### config.mk
export PLATFORM = sky130hd
export DESIGN_NAME = pipeline_hazard_ctrl
export DESIGN_NICKNAME = d
export VERILOG_FILES = /design/src/rtl/pipeline_hazard_ctrl.sv
export SDC_FILE = /design/constraint.sdc
export NUM_CORES = 1
export LEC_CHECK = 0
export ABC_AREA = 0
export CAP_MARGIN = 20
export CORE_MARGIN = 2
export CORE_UTILIZATION = 49
export CTS_CLUSTER_SIZE = 12
export DETAILED_ROUTE_END_ITERATION = 8
export PLACE_DENSITY = 0.95
export REMOVE_ABC_BUFFERS = 1
export SLEW_MARGIN = 30
export SYNTH_ARGS = -nofsm -noshare
export SYNTH_HDL_FRONTEND = slang
export SYNTH_SLANG_ARGS = --single-unit
### constraint.sdc
create_clock -name clk -period 3.4 [get_ports clk]
set_input_delay 0.51 -clock clk [delete_from_list [all_inputs] [get_ports clk]]
set_output_delay 0.51 -clock clk [all_outputs]
set_load 0.02 [all_outputs]
### src/rtl/pipeline_hazard_ctrl.sv
// Pipeline sequencer for IF_ID / ID_EX / EX_MEM / MEM_WB and the PC.
// Handles load-use bubbles, taken-branch flushes and data-memory freezes.
// A memory access that never completes sets a sticky error.
// Enable encoding on all pipe registers: 0 = capture, 1 = hold.
module pipeline_hazard_ctrl #(
    parameter int unsigned REG_W       = 5,
    parameter int unsigned MEM_TIMEOUT = 16,
    parameter int unsigned CNT_W       = 16
) (
    input  logic             clk,
    input  logic             rst_n,
    input  logic [REG_W-1:0] id_rs,
    input  logic [REG_W-1:0] id_rt,
    input  logic [REG_W-1:0] ex_rt,
    input  logic             ex_mem_rd,
    input  logic             mem_req,
    input  logic             mem_ready,
    input  logic             branch_taken,
    output logic             pc_hold,
    output logic             IF_ID_enable,
    output logic             ID_EX_enable,
    output logic             EX_MEM_enable,
    output logic             MEM_WB_enable,
    output logic             ID_EX_bubble,
    output logic             IF_ID_flush,
    output logic [CNT_W-1:0] stall_cnt,
    output logic             mem_err
);

    localparam int unsigned WAIT_W = (MEM_TIMEOUT > 2) ? $clog2(MEM_TIMEOUT) : 1;
    localparam logic [WAIT_W-1:0] WAIT_LAST = WAIT_W'(MEM_TIMEOUT - 1);

    typedef enum logic [1:0] {
        RUN,
        MEMWAIT,
        ERR
    } state_t;

    state_t            state;
    logic              run_ok;
    logic [WAIT_W-1:0] wait_cnt;
    logic              load_use;
    logic              mem_stall;
    logic              frozen;

    assign load_use  = ex_mem_rd && (ex_rt != '0) && ((ex_rt == id_rs) || (ex_rt == id_rt));
    assign mem_stall = mem_req && !mem_ready;
    assign frozen    = !run_ok || (state == ERR) || mem_stall;

    // Memory-wait sequencer: tracks consecutive wait cycles and latches the timeout error.
    always_ff @(posedge clk or negedge rst_n) begin
        if (!rst_n) begin
            state    <= RUN;
            run_ok   <= 1'b0;
            wait_cnt <= '0;
            mem_err  <= 1'b0;
        end else begin
            run_ok <= 1'b1;
            if (run_ok) begin
                unique case (state)
                    RUN: begin
                        if (mem_stall) begin
                            state    <= MEMWAIT;
                            wait_cnt <= WAIT_W'(1);
                        end
                    end
                    MEMWAIT: begin
                        if (mem_ready) begin
                            state    <= RUN;
                            wait_cnt <= '0;
                        end else if (wait_cnt == WAIT_LAST) begin
                            state   <= ERR;
                            mem_err <= 1'b1;
                        end else begin
                            wait_cnt <= wait_cnt + WAIT_W'(1);
                        end
                    end
                    ERR: begin
                        mem_err <= 1'b1;
                    end
                    default: begin
                        state <= ERR;
                    end
                endcase
            end
        end
    end

    // Output decode by priority: freeze > branch flush > load-use bubble > normal flow.
    always_comb begin
        pc_hold       = 1'b0;
        IF_ID_enable  = 1'b0;
        ID_EX_enable  = 1'b0;
        EX_MEM_enable = 1'b0;
        MEM_WB_enable = 1'b0;
        ID_EX_bubble  = 1'b0;
        IF_ID_flush   = 1'b0;
        if (frozen) begin
            pc_hold       = 1'b1;
            IF_ID_enable  = 1'b1;
            ID_EX_enable  = 1'b1;
            EX_MEM_enable = 1'b1;
            MEM_WB_enable = 1'b1;
        end else if (branch_taken) begin
            IF_ID_flush  = 1'b1;
            ID_EX_bubble = 1'b1;
        end else if (load_use) begin
            pc_hold      = 1'b1;
            IF_ID_enable = 1'b1;
            ID_EX_bubble = 1'b1;
        end
    end

    // Saturating count of cycles in which the PC was held after start-up.
    always_ff @(posedge clk or negedge rst_n) begin
        if (!rst_n) begin
            stall_cnt <= '0;
        end else if (run_ok && pc_hold && (stall_cnt != '1)) begin
            stall_cnt <= stall_cnt + CNT_W'(1);
        end
    end

endmodule
==> results of run 1 <==
-- metal layers --
metal,GRT usage [%],vias up,wire length (um)
met1,25.7,587,1320
li1,-,570,-
met4,6.31,0,36
met5,0,-,0
met3,5.44,6,152
met2,39.8,34,1790
-- per-stage QoR --
step / power (mW) / hold WS [ps] / cells / area (sq um)
6_report: 0.839 / 146 / 213 / 1900
5_1_grt: 0.887 / 176 / 213 / 1900
4_1_cts: 0.849 / 152 / 213 / 1900
3_5_place_dp: 0.642 / 456 / 209 / 1840
3_3_place_gp: 0.631 / 441 / 209 / 1850
2_1_floorplan: 0.503 / 214 / 134 / 1370
-- flip-flops by register name, summed over array words and instances, names as in the netlist --
register / flops
wait_cnt: 4
run_ok: 1
stall_cnt: 16
state: 2
mem_err: 1
-- cells by family (layout without fill, tap and decap cells) --
| kind of cell | after synthesis | in the layout |
|---|---|---|
| DFF | 24 | 24 |
| muxes | 2 | 2 |
| other | 1 | 1 |
| adders and majority gates | 2 | 2 |
| buffers and inverters | 10 | 53 |
| and+or+nand+nor | 60 | 60 |
| xor gates and xnor gates | 24 | 24 |
| AOI/OAI and AO/OA | 16 | 16 |
-- power breakdown --
part           internal (mW)  switching (mW)
Combinational          0.137           0.123
Sequential             0.327          0.0488
Clock                  0.119          0.0835
-- worst paths after layout --
| check | start | endpoint | slack [ps] | depth (start not counted) |
|---|---|---|---|---|
| hold / removal | rst_n | mem_err | 150 | 1 |
| setup reg to reg | stall_cnt[0] | stall_cnt[1] | 1200 | 6 |
| hold reg to reg | mem_err | mem_err | 480 | 1 |
| max in group asynchronous | rst_n | stall_cnt[12] | 2900 | 1 |
| setup / recovery | ex_rt[1] | pc_hold | 180 | 6 |
| min in group clk | mem_err | mem_err | 480 | 1 |
-- cell usage after synthesis, types with 2 or more instances --
cell and instances:
dfrtp_1 24, xnor2_1 14, nor2_1 13, and3_1 11
nand3_1 11, xor2_1 10, nand4_1 7, nand2_1 6
inv_1 5, buf_4 3, nand2b_1 3, a21o_1 2
a21oi_1 2, ha_1 2, mux2_1 2, nor3_2 2
o21ai_0 2
-- final cells by class --
cell class	instances	area (sq um)
fill	204	837
multi-input combinational	105	751
sequential	24	601
timing repair buffer	44	435
tap	31	38.8
clock inverter	1	30.0
clock buffer	3	22.5
inverter	5	18.8
==> results by group, run 1 <==
Critical path
  • Startpoint types: input pin
  • CP Max Fanout: 3
  • Critical path arrival: 2710 ps
  • Crit path kind: input pin to primary output
  • CP Buf/Inv Count: 2
  • CP peak stage delay: 710 ps
  • Slowest CP cell: or4_2
  • Crit. End Element: primary output
  • WP data required: 2890 ps
  • Crit-path most repeated cell: clkdlybuf4s50_1
  • Delay-heaviest family, CP: buffers and inverters
  • Cell breakdown of the critical path: clkdlybuf4s50_1, or4_2, o21ai_2, nor2_1, a21o_1, clkdlybuf4s50_1

Floorplan
  • Core ar.: 2730 sq um
  • Die Wd: 57.6 um
  • Initial core utilization: 51.5%
  • Rows: 19
  • Die area: 3320 sq um
  • Die Y: 57.6 um
  • # IOs: 45

STA
  • Worst Max-Slew Pin Slew: 808 ps
  • Final Slew Violations: 0
  • Setup violators final: 0
  • Max Fclk: 310 MHz
  • Post-route setup slack: 175 ps
  • RSZ-0062 raised after global routing: no
  • Fin. Hold Viols: 0
  • Slew margin rel.: 45.9%
  • Setup TNS: 0 ps
  • Min cycle time layout: 3220 ps
  • Max Clock Skew: 8.56 ps
  • Fin crit share: 94.8%

Yosys
  • Yosys cell types: 37
  • Synth Warn #: 0
  • Post-synth ARST share: 100%
  • Cell taking the most area after synthesis: dfrtp_1
  • Sequential-to-total area share from yosys stat: 42.7%
  • Area of the mapped netlist: 1410 sq um
  • Main combinational cell family by area after synthesis: simple AND/OR/NAND/NOR gates
  • EDFF count, synth: 0
  • Mux contribution to synthesized area: 1.60%
  • Compound-Gate Fraction of Synth Area: 11.6%
  • Synth top area cells: dfrtp_1, xnor2_1, xor2_1
  • Syn Inst Count: 139
  • Synth Area in Adders: 1.78%
  • Yosys reg bits: 24
  • Simple-Gate Fraction of Synth Area: 23.1%
  • Post-Synth XOR/XNOR Area: 14.9%
  • Top_reg_cell synth: dfrtp_1
  • Top-area cell type share of the netlist area: 42.7%
  • Mean post-synth cell area: 10.1 sq um

CTS
  • Clock root buffer: clkbuf_4
  • Postcts setup bufs: 0
  • Clock Latency Late Sink: 310 ps
  • Htree depth: 1
  • CTS Buf Count: 3
  • Clock-pin transition on the worst setup and hold timing paths: 130 ps
  • Clock Sink Count: 24
  • Hold Buf Count CTS: 0
  • Clock buffer depth: 2
  • CTS tree: done
  • Post_cts resized: 0

Drt
  • Routed Antenna Nets: 0
  • WL final: 3300 um
  • Initial drt markers: 57
  • Vias/cell: 5.62
  • Vias: 1,197
  • WL/cell: 15.5 um
  • DRT Pass-1 Iters: 4
  • DRC viols: 0

Place
  • I/O Buffers: 44
  • Pre-CTS setup slack: 180 ps
  • Hpwl dp: 2520 um
  • GPL Wtd Cong: 0.822

Global route
  • Initial antenna violation count: 0
  • Vias in the first global route: 1,272
  • Total GRT Usage: 22.0%
  • First-pass GRT wire length: 5710 um
  • Overflow after GRT: 0
  • Pin count of the biggest net entering global routing: 25

Final layout
  • Commonest non-fill, non-tap cell in the layout: clkdlybuf4s50_1
  • Antenna cells: 0
  • Area growth syn-to-layout: 34.8%
  • Layout cells sized above 1: 7.69%
  • Final core utilization: 69.4%
  • Nets: 206
  • Most frequent cells in the layout: clkdlybuf4s50_1, dfrtp_1, xnor2_1

Job
  • Maxcap violations: 0

Power
  • Power Density: 442 nW/um^2
  • VDD IR max: 0.437 mV
  • P_leak: 0.808 nW

Status
  • Status: complete, no violations

Worst hold path
  • Hold Path Class: input pin to async pin
Note: power is estimated with default switching activity, not from simulation.
==> run 2: changes to the inputs <==
CORE_MARGIN = unset   (was 2)
CTS_CLUSTER_SIZE = 24   (was 12)
==> run 2 against run 1 <==
  * Clock power is 26% lower
  * First-iteration DRC count decreased by 42%
  * Die area shrank 6.8%
  * Utilization down 0.60 points
  * Clock skew down 5.5 ps
  * Setup slack improved by 39 ps
==> results by group, run 2 (synthesis gave the netlist of run 1 again) <==
Status
  • Status: complete, no violations (unchanged)

Critical path
  • Crit-path most repeated cell: clkdlybuf4s50_1 (unchanged)
  • CP Max Fanout: 3 (unchanged)
  • Crit. End Element: primary output (unchanged)
  • Crit path kind: input pin to primary output (unchanged)
  • Cell breakdown of the critical path: clkdlybuf4s50_1, or4_2, o21ai_2, nor2_1, a21o_1, clkdlybuf4s50_1 (unchanged)
  • Critical path arrival: 2680 ps (was 2710 ps)
  • WP data required: 2890 ps (about the same)
  • CP peak stage delay: 690 ps (was 710 ps)
  • CP Buf/Inv Count: 2 (unchanged)
  • Slowest CP cell: or4_2 (unchanged)
  • Delay-heaviest family, CP: buffers and inverters (unchanged)
  • Startpoint types: input pin (unchanged)

Worst hold path
  • Hold Path Class: input pin to async pin (unchanged)

Floorplan
  • Die Wd: 55.6 um (was 57.6 um)
  • Initial core utilization: 51.5% (unchanged)
  • Core ar.: 2730 sq um (unchanged)
  • Rows: 19 (unchanged)
  • Die Y: 55.6 um (was 57.6 um)
  • Die area: 3090 sq um (was 3320 sq um)
  • # IOs: 45 (unchanged)

CTS
  • Htree depth: 1 (unchanged)
  • CTS Buf Count: 3 (unchanged)
  • Post_cts resized: 0 (unchanged)
  • Clock-pin transition on the worst setup and hold timing paths: 130 ps (about the same)
  • Postcts setup bufs: 0 (unchanged)
  • Hold Buf Count CTS: 0 (unchanged)
  • Clock buffer depth: 2 (unchanged)
  • Clock Latency Late Sink: 310 ps (about the same)
  • Clock Sink Count: 24 (unchanged)
  • CTS tree: done (unchanged)
  • Clock root buffer: clkbuf_4 (unchanged)

Drt
  • DRC viols: 0 (unchanged)
  • Initial drt markers: 33 (was 57)
  • DRT Pass-1 Iters: 4 (unchanged)
  • Vias/cell: 5.64 (was 5.62)
  • WL/cell: 14.4 um (was 15.5 um)
  • Routed Antenna Nets: 0 (unchanged)
  • WL final: 3070 um (was 3300 um)
  • Vias: 1,201 (was 1,197)

Global route
  • Overflow after GRT: 0 (unchanged)
  • Initial antenna violation count: 0 (unchanged)
  • Total GRT Usage: 21.7% (was 22.0%)
  • Vias in the first global route: 1,214 (was 1,272)
  • First-pass GRT wire length: 5410 um (was 5710 um)
  • Pin count of the biggest net entering global routing: 25 (unchanged)

Final layout
  • Final core utilization: 68.8% (was 69.4%)
  • Biggest regs: stall_cnt x16, wait_cnt x4, state x2 (unchanged)
  • Most frequent cells in the layout: clkdlybuf4s50_1, dfrtp_1, xnor2_1 (unchanged)
  • Layout cells sized above 1: 7.69% (unchanged)
  • Commonest non-fill, non-tap cell in the layout: clkdlybuf4s50_1 (unchanged)
  • Finished Layout Cells: 213 (unchanged)
  • Top reg by flops: stall_cnt (unchanged)
  • Nets: 206 (unchanged)
  • Max FFs per register: 16 (unchanged)
  • Area growth syn-to-layout: 33.6% (was 34.8%)
  • Antenna cells: 0 (unchanged)

STA
  • Max Clock Skew: 3.09 ps (was 8.56 ps)
  • Fin crit share: 93.7% (was 94.8%)
  • RSZ-0062 raised after global routing: no (unchanged)
  • Fin. Hold Viols: 0 (unchanged)
  • Worst Max-Slew Pin Slew: 816 ps (was 808 ps)
  • Min cycle time layout: 3190 ps (was 3220 ps)
  • Setup TNS: 0 ps (unchanged)
  • Max Fclk: 314 MHz (was 310 MHz)
  • Hold slack final: 150 ps (was 146 ps)
  • Setup violators final: 0 (unchanged)
  • Slew margin rel.: 45.4% (was 45.9%)
  • Final Slew Violations: 0 (unchanged)

Power
  • Power Total: 0.784 mW (was 0.839 mW)
  • VDD IR max: 0.427 mV (was 0.437 mV)
  • Power Density: 417 nW/um^2 (was 442 nW/um^2)
  • P_leak: 0.801 nW (was 0.808 nW)

Place
  • I/O Buffers: 44 (unchanged)
  • GPL Wtd Cong: 0.790 (was 0.822)
  • Hpwl dp: 2400 um (was 2520 um)
  • Dpl cells: 209 (unchanged)

Job
  • Maxcap violations: 0 (unchanged)
## run 2: cell types whose count changed in the layout (fill, tap and decap cells not counted), sizes merged
cell | before | now
bufinv | 1 | 0
clkbuf | 3 | 4
## run 2: path summary, 6_finish.rpt
kind / from / end / slack [ps] / depth (start not counted)
setup reg to reg: stall_cnt[0] / stall_cnt[1] / 1250 / 6
hold reg to reg: mem_err / mem_err / 490 / 1
max in group asynchronous: rst_n / stall_cnt[2] / 2900 / 1
hold / removal: rst_n / mem_err / 150 / 1
setup / recovery: ex_rt[1] / pc_hold / 210 / 6
min in group clk: mem_err / mem_err / 490 / 1
## run 2: through the flow
stage          setup WS, ps  area (sq um)
2_1_floorplan          1120          1370
3_3_place_gp            235          1850
3_5_place_dp            215          1840
4_1_cts                 210          1880
5_1_grt                 126          1880
6_report                214          1880
## run 2: area by class of cell
class,count,area [sq um]
sequential,24,601
inverter,5,18.8
tap,31,38.8
timing repair buffer,44,435
fill,215,853
clock buffer,4,36.3
multi-input combinational,105,751
## run 2: where the power goes
part           switching [mW]  leakage, nW  internal (mW)  total (mW)
Combinational           0.121        0.473          0.137       0.258
Clock                  0.0844       0.0210         0.0655       0.150
Sequential             0.0487        0.307          0.327       0.376
Total                   0.254        0.801          0.530       0.784
## run 2: per-layer routing
layer  wire (um)  vias to the layer above  GRT usage, %
li1            -                      576             -
met1        1260                      583          25.5
met2        1600                       36          39.1
met3         157                        6          6.05
met4          55                        0          5.00
met5           0                        -             0
==> run 3: changes to the inputs <==
PLACE_DENSITY = 0.88   (was 0.95)
==> run 3 against run 2 <==
  * Wire length is 5.1% higher
  * Clock skew grew 3.1 ps
  * Final cell count rose by 0.47%
  * Register-to-register slack hardly changed
  * Largest power group unchanged
  * Maximum frequency is 1.4% lower
  * Sequential share of layout area is 0.13 points lower
  * Count of clock-buffer cells in the layout is the same
  * Combinational power is essentially flat
  * Highest routed layer unchanged
  * Critical endpoint unchanged
==> results by group, run 3 (synthesis gave the netlist of run 1 again) <==
Drt
  • DRT Pass-1 Iters: 4 (unchanged)
  • DR WL met2: 1710 um (was 1600 um)
  • Routed Antenna Nets: 0 (unchanged)
  • WL/cell: 15.1 um (was 14.4 um)
  • Top Layer Used: met4 (unchanged)
  • Initial drt markers: 30 (was 33)
  • WL final: 3220 um (was 3070 um)
  • Met3 WL: 138 um (was 157 um)
  • DRC viols: 0 (unchanged)
  • Vias: 1,191 (was 1,201)
  • Met1 wire length: 1350 um (was 1260 um)
  • Vias/cell: 5.57 (was 5.64)

Critical path
  • CP Max Fanout: 3 (unchanged)
  • Startpoint types: input pin (unchanged)
  • R2R depth: 6 (unchanged)
  • R2R Path End: stall_cnt[1] (unchanged)
  • Worst R2R Start: stall_cnt[0] (unchanged)
  • Critical path arrival: 2720 ps (was 2680 ps)
  • Crit path kind: input pin to primary output (unchanged)
  • R2R Setup Slk: 1240 ps (was 1250 ps)
  • WP data required: 2890 ps (about the same)
  • Crit. End Element: primary output (unchanged)

STA
  • Fin crit share: 95.0% (was 93.7%)
  • Max Clock Skew: 6.18 ps (was 3.09 ps)
  • Fin. Hold Viols: 0 (unchanged)
  • Worst Max-Slew Pin Slew: 548 ps (was 816 ps)
  • Setup TNS: 0 ps (unchanged)
  • Setup violators final: 0 (unchanged)
  • RSZ-0062 raised after global routing: no (unchanged)
  • Slew margin rel.: 63.4% (was 45.4%)
  • Min cycle time layout: 3230 ps (was 3190 ps)
  • Max Fclk: 310 MHz (was 314 MHz)
  • Final Slew Violations: 0 (unchanged)

Final layout
  • Final core utilization: 69.1% (was 68.8%)
  • # fillers: 218 (was 215)
  • Biggest regs: stall_cnt x16, wait_cnt x4, state x2 (unchanged)
  • Nets: 207 (was 206)
  • Area growth syn-to-layout: 34.1% (was 33.6%)
  • Finished Layout Cells: 214 (was 213)
  • Most frequent cells in the layout: clkdlybuf4s50_1, dfrtp_1, xnor2_1 (unchanged)
  • Antenna cells: 0 (unchanged)
  • Max FFs per register: 16 (unchanged)
  • Top reg by flops: stall_cnt (unchanged)
  • Commonest non-fill, non-tap cell in the layout: clkdlybuf4s50_1 (unchanged)
  • Layout cells sized above 1: 8.20% (was 7.69%)

Power
  • Switching portion of total power: 32.6% (was 32.4%)
  • Flop pwr share: 47.6% (was 48.0%)
  • Int Power: 0.531 mW (was 0.530 mW)
  • P_leak: 0.805 nW (was 0.801 nW)
  • Power Density: 417 nW/um^2 (about the same)
  • Power Total: 0.787 mW (was 0.784 mW)
  • Clock group share of total power: 19.4% (was 19.1%)
  • Combinational Power Share: 33.0% (was 32.9%)
  • Switching pwr: 0.257 mW (was 0.254 mW)
  • VDD IR max: 0.359 mV (was 0.427 mV)

Global route
  • Pin count of the biggest net entering global routing: 25 (unchanged)
  • Initial antenna violation count: 0 (unchanged)
  • Vias in the first global route: 1,169 (was 1,214)
  • First-pass GRT wire length: 5260 um (was 5410 um)
  • Overflow after GRT: 0 (unchanged)
  • Total GRT Usage: 21.3% (was 21.7%)

CTS
  • Hold Buf Count CTS: 0 (unchanged)
  • Clock Sink Count: 24 (unchanged)
  • Clock Latency Late Sink: 310 ps (about the same)
  • CTS tree: done (unchanged)
  • Htree depth: 1 (unchanged)
  • CTS Buf Count: 3 (unchanged)
  • Postcts setup bufs: 0 (unchanged)
  • Clock root buffer: clkbuf_4 (unchanged)
  • Clock-pin transition on the worst setup and hold timing paths: 140 ps (was 130 ps)
  • Clock buffer depth: 2 (unchanged)
  • Post_cts resized: 0 (unchanged)

Job
  • Maxcap violations: 0 (unchanged)

Place
  • Dpl cells: 210 (was 209)
  • Hpwl dp: 2450 um (was 2400 um)
  • GPL Wtd Cong: 0.881 (was 0.790)
  • I/O Buffers: 44 (unchanged)

Worst hold path
  • Hold Path Class: input pin to async pin (unchanged)

Floorplan
  • Die area: 3090 sq um (unchanged)
  • Rows: 19 (unchanged)
  • Core ar.: 2730 sq um (unchanged)
  • # IOs: 45 (unchanged)
  • Initial core utilization: 51.5% (unchanged)
  • Die Y: 55.6 um (unchanged)
  • Die Wd: 55.6 um (unchanged)

Status
  • Status: complete, no violations (unchanged)
-- run 3: cell types whose count changed in the layout (fill, tap and decap cells not counted) --
cell   change
buf_4      +1
-- run 3: metrics by stage --
stage                     hold WS, ps  cell area, sq um  setup WS, ps
after global placement            438              1860           223
after global routing              183              1890           106
after CTS                         162              1890           170
after detailed placement          463              1850           170
final                             142              1890           170
after floorplan                   214              1370          1120
-- run 3: worst max-delay path by stage --
stage                   start       endpoint  slack [ps]  cells after the start
finish               ex_rt[1]        pc_hold         170                      6
floorplan           mem_ready  stall_cnt[12]        1120                      6
detailed placement   ex_rt[1]   IF_ID_enable         170                      6
global placement     ex_rt[1]   IF_ID_enable         220                      6
global route         ex_rt[1]        pc_hold         110                      6
CTS                  ex_rt[1]   IF_ID_enable         170                      6
-- run 3: routing by layer --
layer  vias up  global-route usage [%]
met5         -                       0
met4         0                    5.36
met3         4                    5.12
met2        31                    37.9
met1       583                    26.0
li1        573                       -
-- run 3: area by class of cell --
type | instances | area, sq um | area share (%)
sequential | 24 | 601 | 31.8
tap | 31 | 38.8 | 2.05
multi-input combinational | 105 | 751 | 39.8
clock buffer | 4 | 36.3 | 1.92
timing repair buffer | 45 | 443 | 23.5
inverter | 5 | 18.8 | 0.994
-- run 3: power by group through the flow --
stage          Sequential (mW)  Combinational, mW  Clock (mW)
4_1_cts                  0.374              0.263       0.159
2_1_floorplan            0.420             0.0838           0
3_5_place_dp             0.378              0.262           0
5_1_grt                  0.380              0.283       0.167
3_3_place_gp             0.377              0.255           0
6_report                 0.374              0.260       0.153
-- run 3: critical path, stage by stage --
cell	delay, ps
clkdlybuf4s50_1	480
or4_2	700
o21ai_2	200
nor2_1	80
a21o_1	200
clkdlybuf4s50_1	550
